[config.mk]
export PLATFORM = sky130hd
export DESIGN_NAME = cache_arbiter
export DESIGN_NICKNAME = d
export VERILOG_FILES = /design/src/rtl/cache_arb_pkg.sv /design/src/rtl/cache_arbiter_rr_pick.sv /design/src/rtl/cache_arbiter.sv
export SDC_FILE = /design/constraint.sdc
export NUM_CORES = 1
export LEC_CHECK = 0
export ABC_AREA = 1
export CAP_MARGIN = 15
export CELL_PAD_IN_SITES_DETAIL_PLACEMENT = 1
export CELL_PAD_IN_SITES_GLOBAL_PLACEMENT = 1
export CORE_AREA = 8 8 95 97
export DETAILED_ROUTE_END_ITERATION = 10
export DIE_AREA = 0 0 103 105
export GPL_TIMING_DRIVEN = 0
export PLACE_DENSITY = 0.88
export SLEW_MARGIN = 20
export SYNTH_ARGS = -nofsm -noshare
export SYNTH_HDL_FRONTEND = slang
export SYNTH_SLANG_ARGS = --single-unit
[constraint.sdc]
create_clock -name clk -period 1.2 [get_ports clk]
set_input_delay 0.18 -clock clk [delete_from_list [all_inputs] [get_ports clk]]
set_output_delay 0.18 -clock clk [all_outputs]
set_load 0.01 [all_outputs]
[src/rtl/cache_arb_pkg.sv]
// Shared types and constants for the cache lookup arbiter.
package cache_arb_pkg;

  localparam int WORD_W = 32;

  typedef enum logic [1:0] {
    ARB_IDLE,
    ARB_WAIT,
    ARB_RESP
  } arb_state_t;

endpackage

[src/rtl/cache_arbiter_rr_pick.sv]
// Round-robin picker: first requester set, scanning upward from last_i+1 and wrapping.
module rr_pick
  import cache_arb_pkg::*;
#(
  parameter int N_REQ = 2
) (
  input  logic [N_REQ-1:0]         req_i,
  input  logic [$clog2(N_REQ)-1:0] last_i,
  output logic [$clog2(N_REQ)-1:0] grant_o,
  output logic                     any_o
);

  localparam int IDX_W = $clog2(N_REQ);

  // Scan from the farthest offset down so the nearest requester after last_i wins.
  always_comb begin
    grant_o = '0;
    any_o   = 1'b0;
    for (int off = N_REQ; off >= 1; off--) begin
      if (req_i[(int'(last_i) + off) % N_REQ]) begin
        grant_o = IDX_W'((int'(last_i) + off) % N_REQ);
        any_o   = 1'b1;
      end
    end
  end

endmodule

[src/rtl/cache_arbiter.sv]
// Round-robin arbiter sharing one cache lookup port; optional WAIT timeout abort
// is enabled by defining CACHE_ARB_TIMEOUT_EN.
//
// state    | meaning
// ARB_IDLE | no lookup in flight, arbitrate and accept
// ARB_WAIT | cache_miss high, waiting for cache_done (or timeout)
// ARB_RESP | one-cycle response strobe to the granted requester
module cache_arbiter
  import cache_arb_pkg::*;
#(
  parameter int N_REQ       = 2,
  parameter int ADDR_LENGTH = 10,
  parameter int TIMEOUT     = 64
) (
  input  logic                         clk,
  input  logic                         reset,
  input  logic [N_REQ-1:0]             req_valid,
  input  logic [N_REQ*ADDR_LENGTH-1:0] req_addr,
  output logic [N_REQ-1:0]             req_ready,
  output logic [N_REQ-1:0]             rsp_valid,
  output logic [WORD_W-1:0]            rsp_data,
  output logic                         rsp_err,
  output logic                         cache_miss,
  output logic [ADDR_LENGTH-1:0]       cache_addr,
  input  logic                         cache_done,
  input  logic [WORD_W-1:0]            cache_data,
  output logic                         busy
);

  localparam int IDX_W = $clog2(N_REQ);

  if (N_REQ < 2 || TIMEOUT < 2) begin : g_param_check
    $error("cache_arbiter: N_REQ must be >= 2 and TIMEOUT >= 2");
  end

  arb_state_t             state_q, state_d;
  logic [IDX_W-1:0]       grant_q, grant_d;
  logic [IDX_W-1:0]       last_q, last_d;
  logic [ADDR_LENGTH-1:0] addr_q, addr_d;
  logic [WORD_W-1:0]      data_q, data_d;
  logic [IDX_W-1:0]       pick;
  logic                   any_req;

`ifdef CACHE_ARB_TIMEOUT_EN
  localparam int CNT_W = $clog2(TIMEOUT + 1);
  logic [CNT_W-1:0] cnt_q, cnt_d;
  logic             err_q, err_d;
  logic             timeout;
  assign timeout = (cnt_q == CNT_W'(TIMEOUT - 1));
  assign rsp_err = err_q;
`else
  assign rsp_err = 1'b0;
`endif

  rr_pick #(.N_REQ(N_REQ)) u_pick (
    .req_i   (req_valid),
    .last_i  (last_q),
    .grant_o (pick),
    .any_o   (any_req)
  );

  always_comb begin
    state_d   = state_q;
    grant_d   = grant_q;
    last_d    = last_q;
    addr_d    = addr_q;
    data_d    = data_q;
    req_ready = '0;
`ifdef CACHE_ARB_TIMEOUT_EN
    cnt_d     = cnt_q;
    err_d     = err_q;
`endif
    unique case (state_q)
      ARB_IDLE: begin
        if (any_req) begin
          req_ready[pick] = 1'b1;
          grant_d         = pick;
          addr_d          = req_addr[int'(pick)*ADDR_LENGTH +: ADDR_LENGTH];
          state_d         = ARB_WAIT;
`ifdef CACHE_ARB_TIMEOUT_EN
          cnt_d           = '0;
`endif
        end
      end
      ARB_WAIT: begin
`ifdef CACHE_ARB_TIMEOUT_EN
        cnt_d = cnt_q + CNT_W'(1);
`endif
        // cache_done takes precedence over a timeout in the same cycle.
        if (cache_done) begin
          data_d  = cache_data;
          state_d = ARB_RESP;
`ifdef CACHE_ARB_TIMEOUT_EN
          err_d   = 1'b0;
        end else if (timeout) begin
          data_d  = '0;
          err_d   = 1'b1;
          state_d = ARB_RESP;
`endif
        end
      end
      ARB_RESP: begin
        last_d  = grant_q;
        state_d = ARB_IDLE;
      end
      default: state_d = ARB_IDLE;
    endcase
  end

  always_ff @(posedge clk) begin
    if (!reset) begin
      state_q <= ARB_IDLE;
      grant_q <= '0;
      last_q  <= IDX_W'(N_REQ - 1);
      addr_q  <= '0;
      data_q  <= '0;
`ifdef CACHE_ARB_TIMEOUT_EN
      cnt_q   <= '0;
      err_q   <= 1'b0;
`endif
    end else begin
      state_q <= state_d;
      grant_q <= grant_d;
      last_q  <= last_d;
      addr_q  <= addr_d;
      data_q  <= data_d;
`ifdef CACHE_ARB_TIMEOUT_EN
      cnt_q   <= cnt_d;
      err_q   <= err_d;
`endif
    end
  end

  always_comb begin
    rsp_valid = '0;
    if (state_q == ARB_RESP) rsp_valid[grant_q] = 1'b1;
  end

  assign cache_miss = (state_q == ARB_WAIT);
  assign cache_addr = addr_q;
  assign rsp_data   = data_q;
  assign busy       = (state_q != ARB_IDLE);

endmodule

==> flow_metrics.tcl <==
set metrics [dict create \
    synth_cells 248 \
    cts_hold_buf 0 \
    powerDensity_nw_per_um2 1040 \
    final_common_cell "clkdlybuf4s50_1" \
    grt_pass1_vias 2393 \
    drc 0 \
    grt_use_met2 0.253 \
    setup_tns_ns -3.32 \
    finalPower_w 0.00391 \
    hold_slack_ns 0.272 \
    synth-async-reset-ratio 0 \
    gp_congestion 0.729 \
    drt_pass1_iterations 3 \
    worst_slack_ns -0.149 \
    path_max_fanout 2 \
    clock_skew_ns 0.00582 \
    ys_types 17 \
    grtUsageTotal 0.139 \
    path_clk_slew_ns 0.09 \
    dp_hpwl_mm 5.65 \
    synth_edf_count 0 \
    fillers 911 \
    worstHoldPathType "primary input to flop" \
    required_ns 1.02 \
    synth_top_area_share 0.490 \
    final_cell_mix "clkdlybuf4s50_1, nand2_1, dfxtp_1, dlygate4sd2_1, a21oi_2" \
    grt_use_met1 0.149 \
    worst_pin_slew_ns 0.700 \
    ys_ff_latch 46 \
    start_kind "flop" \
    drtIter0Drc 39 \
    fmaxAchievable_ghz 0.741 \
    synth_ff_type "dfxtp_1" \
    antenna_found_initial 0 \
    ios 106 \
    synth.area.top_cells "dfxtp_1, nand2_1, a21oi_1" \
    ant_nets 0 \
    cts_inserted_buffers 5 \
    rsz0062_at_grt "yes" \
    violations "negative setup slack" \
    htreeDepth 2 \
    fp.dieH_um 105 \
    cts_sinks 46 \
    gr-total-overflow 0 \
    initial_utilization 0.250 \
    finalInstanceArea_um2 3770 \
    grt_max_degree 15 \
    synth_warnings 0 \
    fin_nets 434 \
    top_usage_layer "met2" \
    slew_violations 0 \
    antenna_cells 0 \
    status "complete, but fails checks" \
    portBuffers 103 \
    period_share 1.12 \
    rows 32 \
    p_leak_nw 1.58 \
    post-synth-top-area-cell "dfxtp_1" \
    clock-root-buffer "clkbuf_8" \
    synthToLayoutAreaGrowth_pct 101 \
    syn-num-nets 305 \
    setup_viol_count_final 38 \
    grt_pass1_wl_mm 12.1 \
    critPathKind "flop to output port" \
    drt-wirelength-per-cell_um 17.4 \
    finalCriticalPeriod_ns 1.35 \
    ctsLongestPathBuffers 2 \
    die-area_um2 10800 \
    endpoint_kind "output port" \
    ir_worst_vdd_uv 555 \
    cts_tree "built" \
    num_vias 2212 \
    via_per_inst 4.61 \
    arrival_ns 1.17 \
    avgSynthCellArea_um2 7.58 \
    hold_viol 0 \
    place_area_um2 3040 \
    max_cap_viol_count 0 \
    netlist_area_um2 1880 \
    drive_gt1_frac 0.381 \
    die_x_um 103 \
    drt_wl_total_mm 8.35 \
    clkLatencyLatePin_ns 0.29 \
    ys_seq_area_frac 0.490 \
    met3_usage 0.0511 \
    slew_headroom 0.533 \
    core_area_um2 7530 \
]
-- critical path, stage by stage (launching register included) --
cell and delay [ns]:
dfxtp_2 0.35, nor2_4 0.14, o21ai_4 0.08, buf_6 0.12, nor2_4 0.07, buf_6 0.10
-- repair_timing --
action,CTS,global route
cloned,3,3
setup buffers,11,5
resized for setup,99,116
setup endpoints to repair,77,48
pin swaps,22,17
-- area by class of cell --
cell class,instances,area [µm²],share of cell area
Inverter,8,37.5,0.00995
Timing Repair inverter,1,5.00,0.00133
Multi-Input combinational cell,175,1200,0.318
Clock inverter,2,37.5,0.00995
Sequential cell,46,927,0.246
Clock buffer,6,72.6,0.0192
Timing Repair Buffer,122,1210,0.322
Buffer,18,149,0.0395
Tap cell,102,128,0.0338
-- registers in the layout, summed over array words and instances, names as in the netlist --
name	count
rsp_data	32
last_q	1
cache_addr	10
state_q	2
grant_q	1
-- Yosys cell counts (3+ instances only) --
master,number
nand2_1,79
a21oi_1,44
nand3_1,44
buf_2,6
dfxtp_1,46
nor2_1,3
clkbuf_1,4
buf_6,7
inv_2,3
inv_1,5
-- report_power, final --
part           leakage [nW]  internal (W)  switching (W)
clock                0.0514      0.000622       0.000526
sequential            0.376       0.00161      0.0000632
combinational          1.15      0.000561       0.000528
-- metal layers --
metal  routed length (µm)  share of wire
met5                    0              0
met4                   75         0.0090
met3                  628          0.075
met2                 4380           0.52
met1                 3260           0.39
-- cell families after synthesis --
logic type / Yosys count / share of synthesized area
flip-flops: 46 / 0.490
AO/OA/AOI/OAI: 45 / 0.122
other: 1 / 0.00200
AND/OR/NAND/NOR: 129 / 0.296
buffers and inverters: 27 / 0.0899
-- stage by stage --
step	utilization	setup slack (ns)	std cells
6_report	0.501	-0.149	480
5_1_grt	0.501	-0.195	480
4_1_cts	0.440	-0.207	475
3_5_place_dp	0.404	-0.828	453
3_3_place_gp	0.404	-0.758	453
2_1_floorplan	-	0.140	248
-- worst paths after layout --
path	endpoint	slack, ns	cells after the start	startpoint
setup / recovery	req_ready[0]	-0.15	5	state_q[0]
hold / removal	rsp_data[5]	0.27	3	cache_done
setup reg to reg	rsp_data[14]	-0.12	7	state_q[1]
hold reg to reg	cache_addr[4]	0.47	2	cache_addr[4]
(Power assumes the default switching activity.)
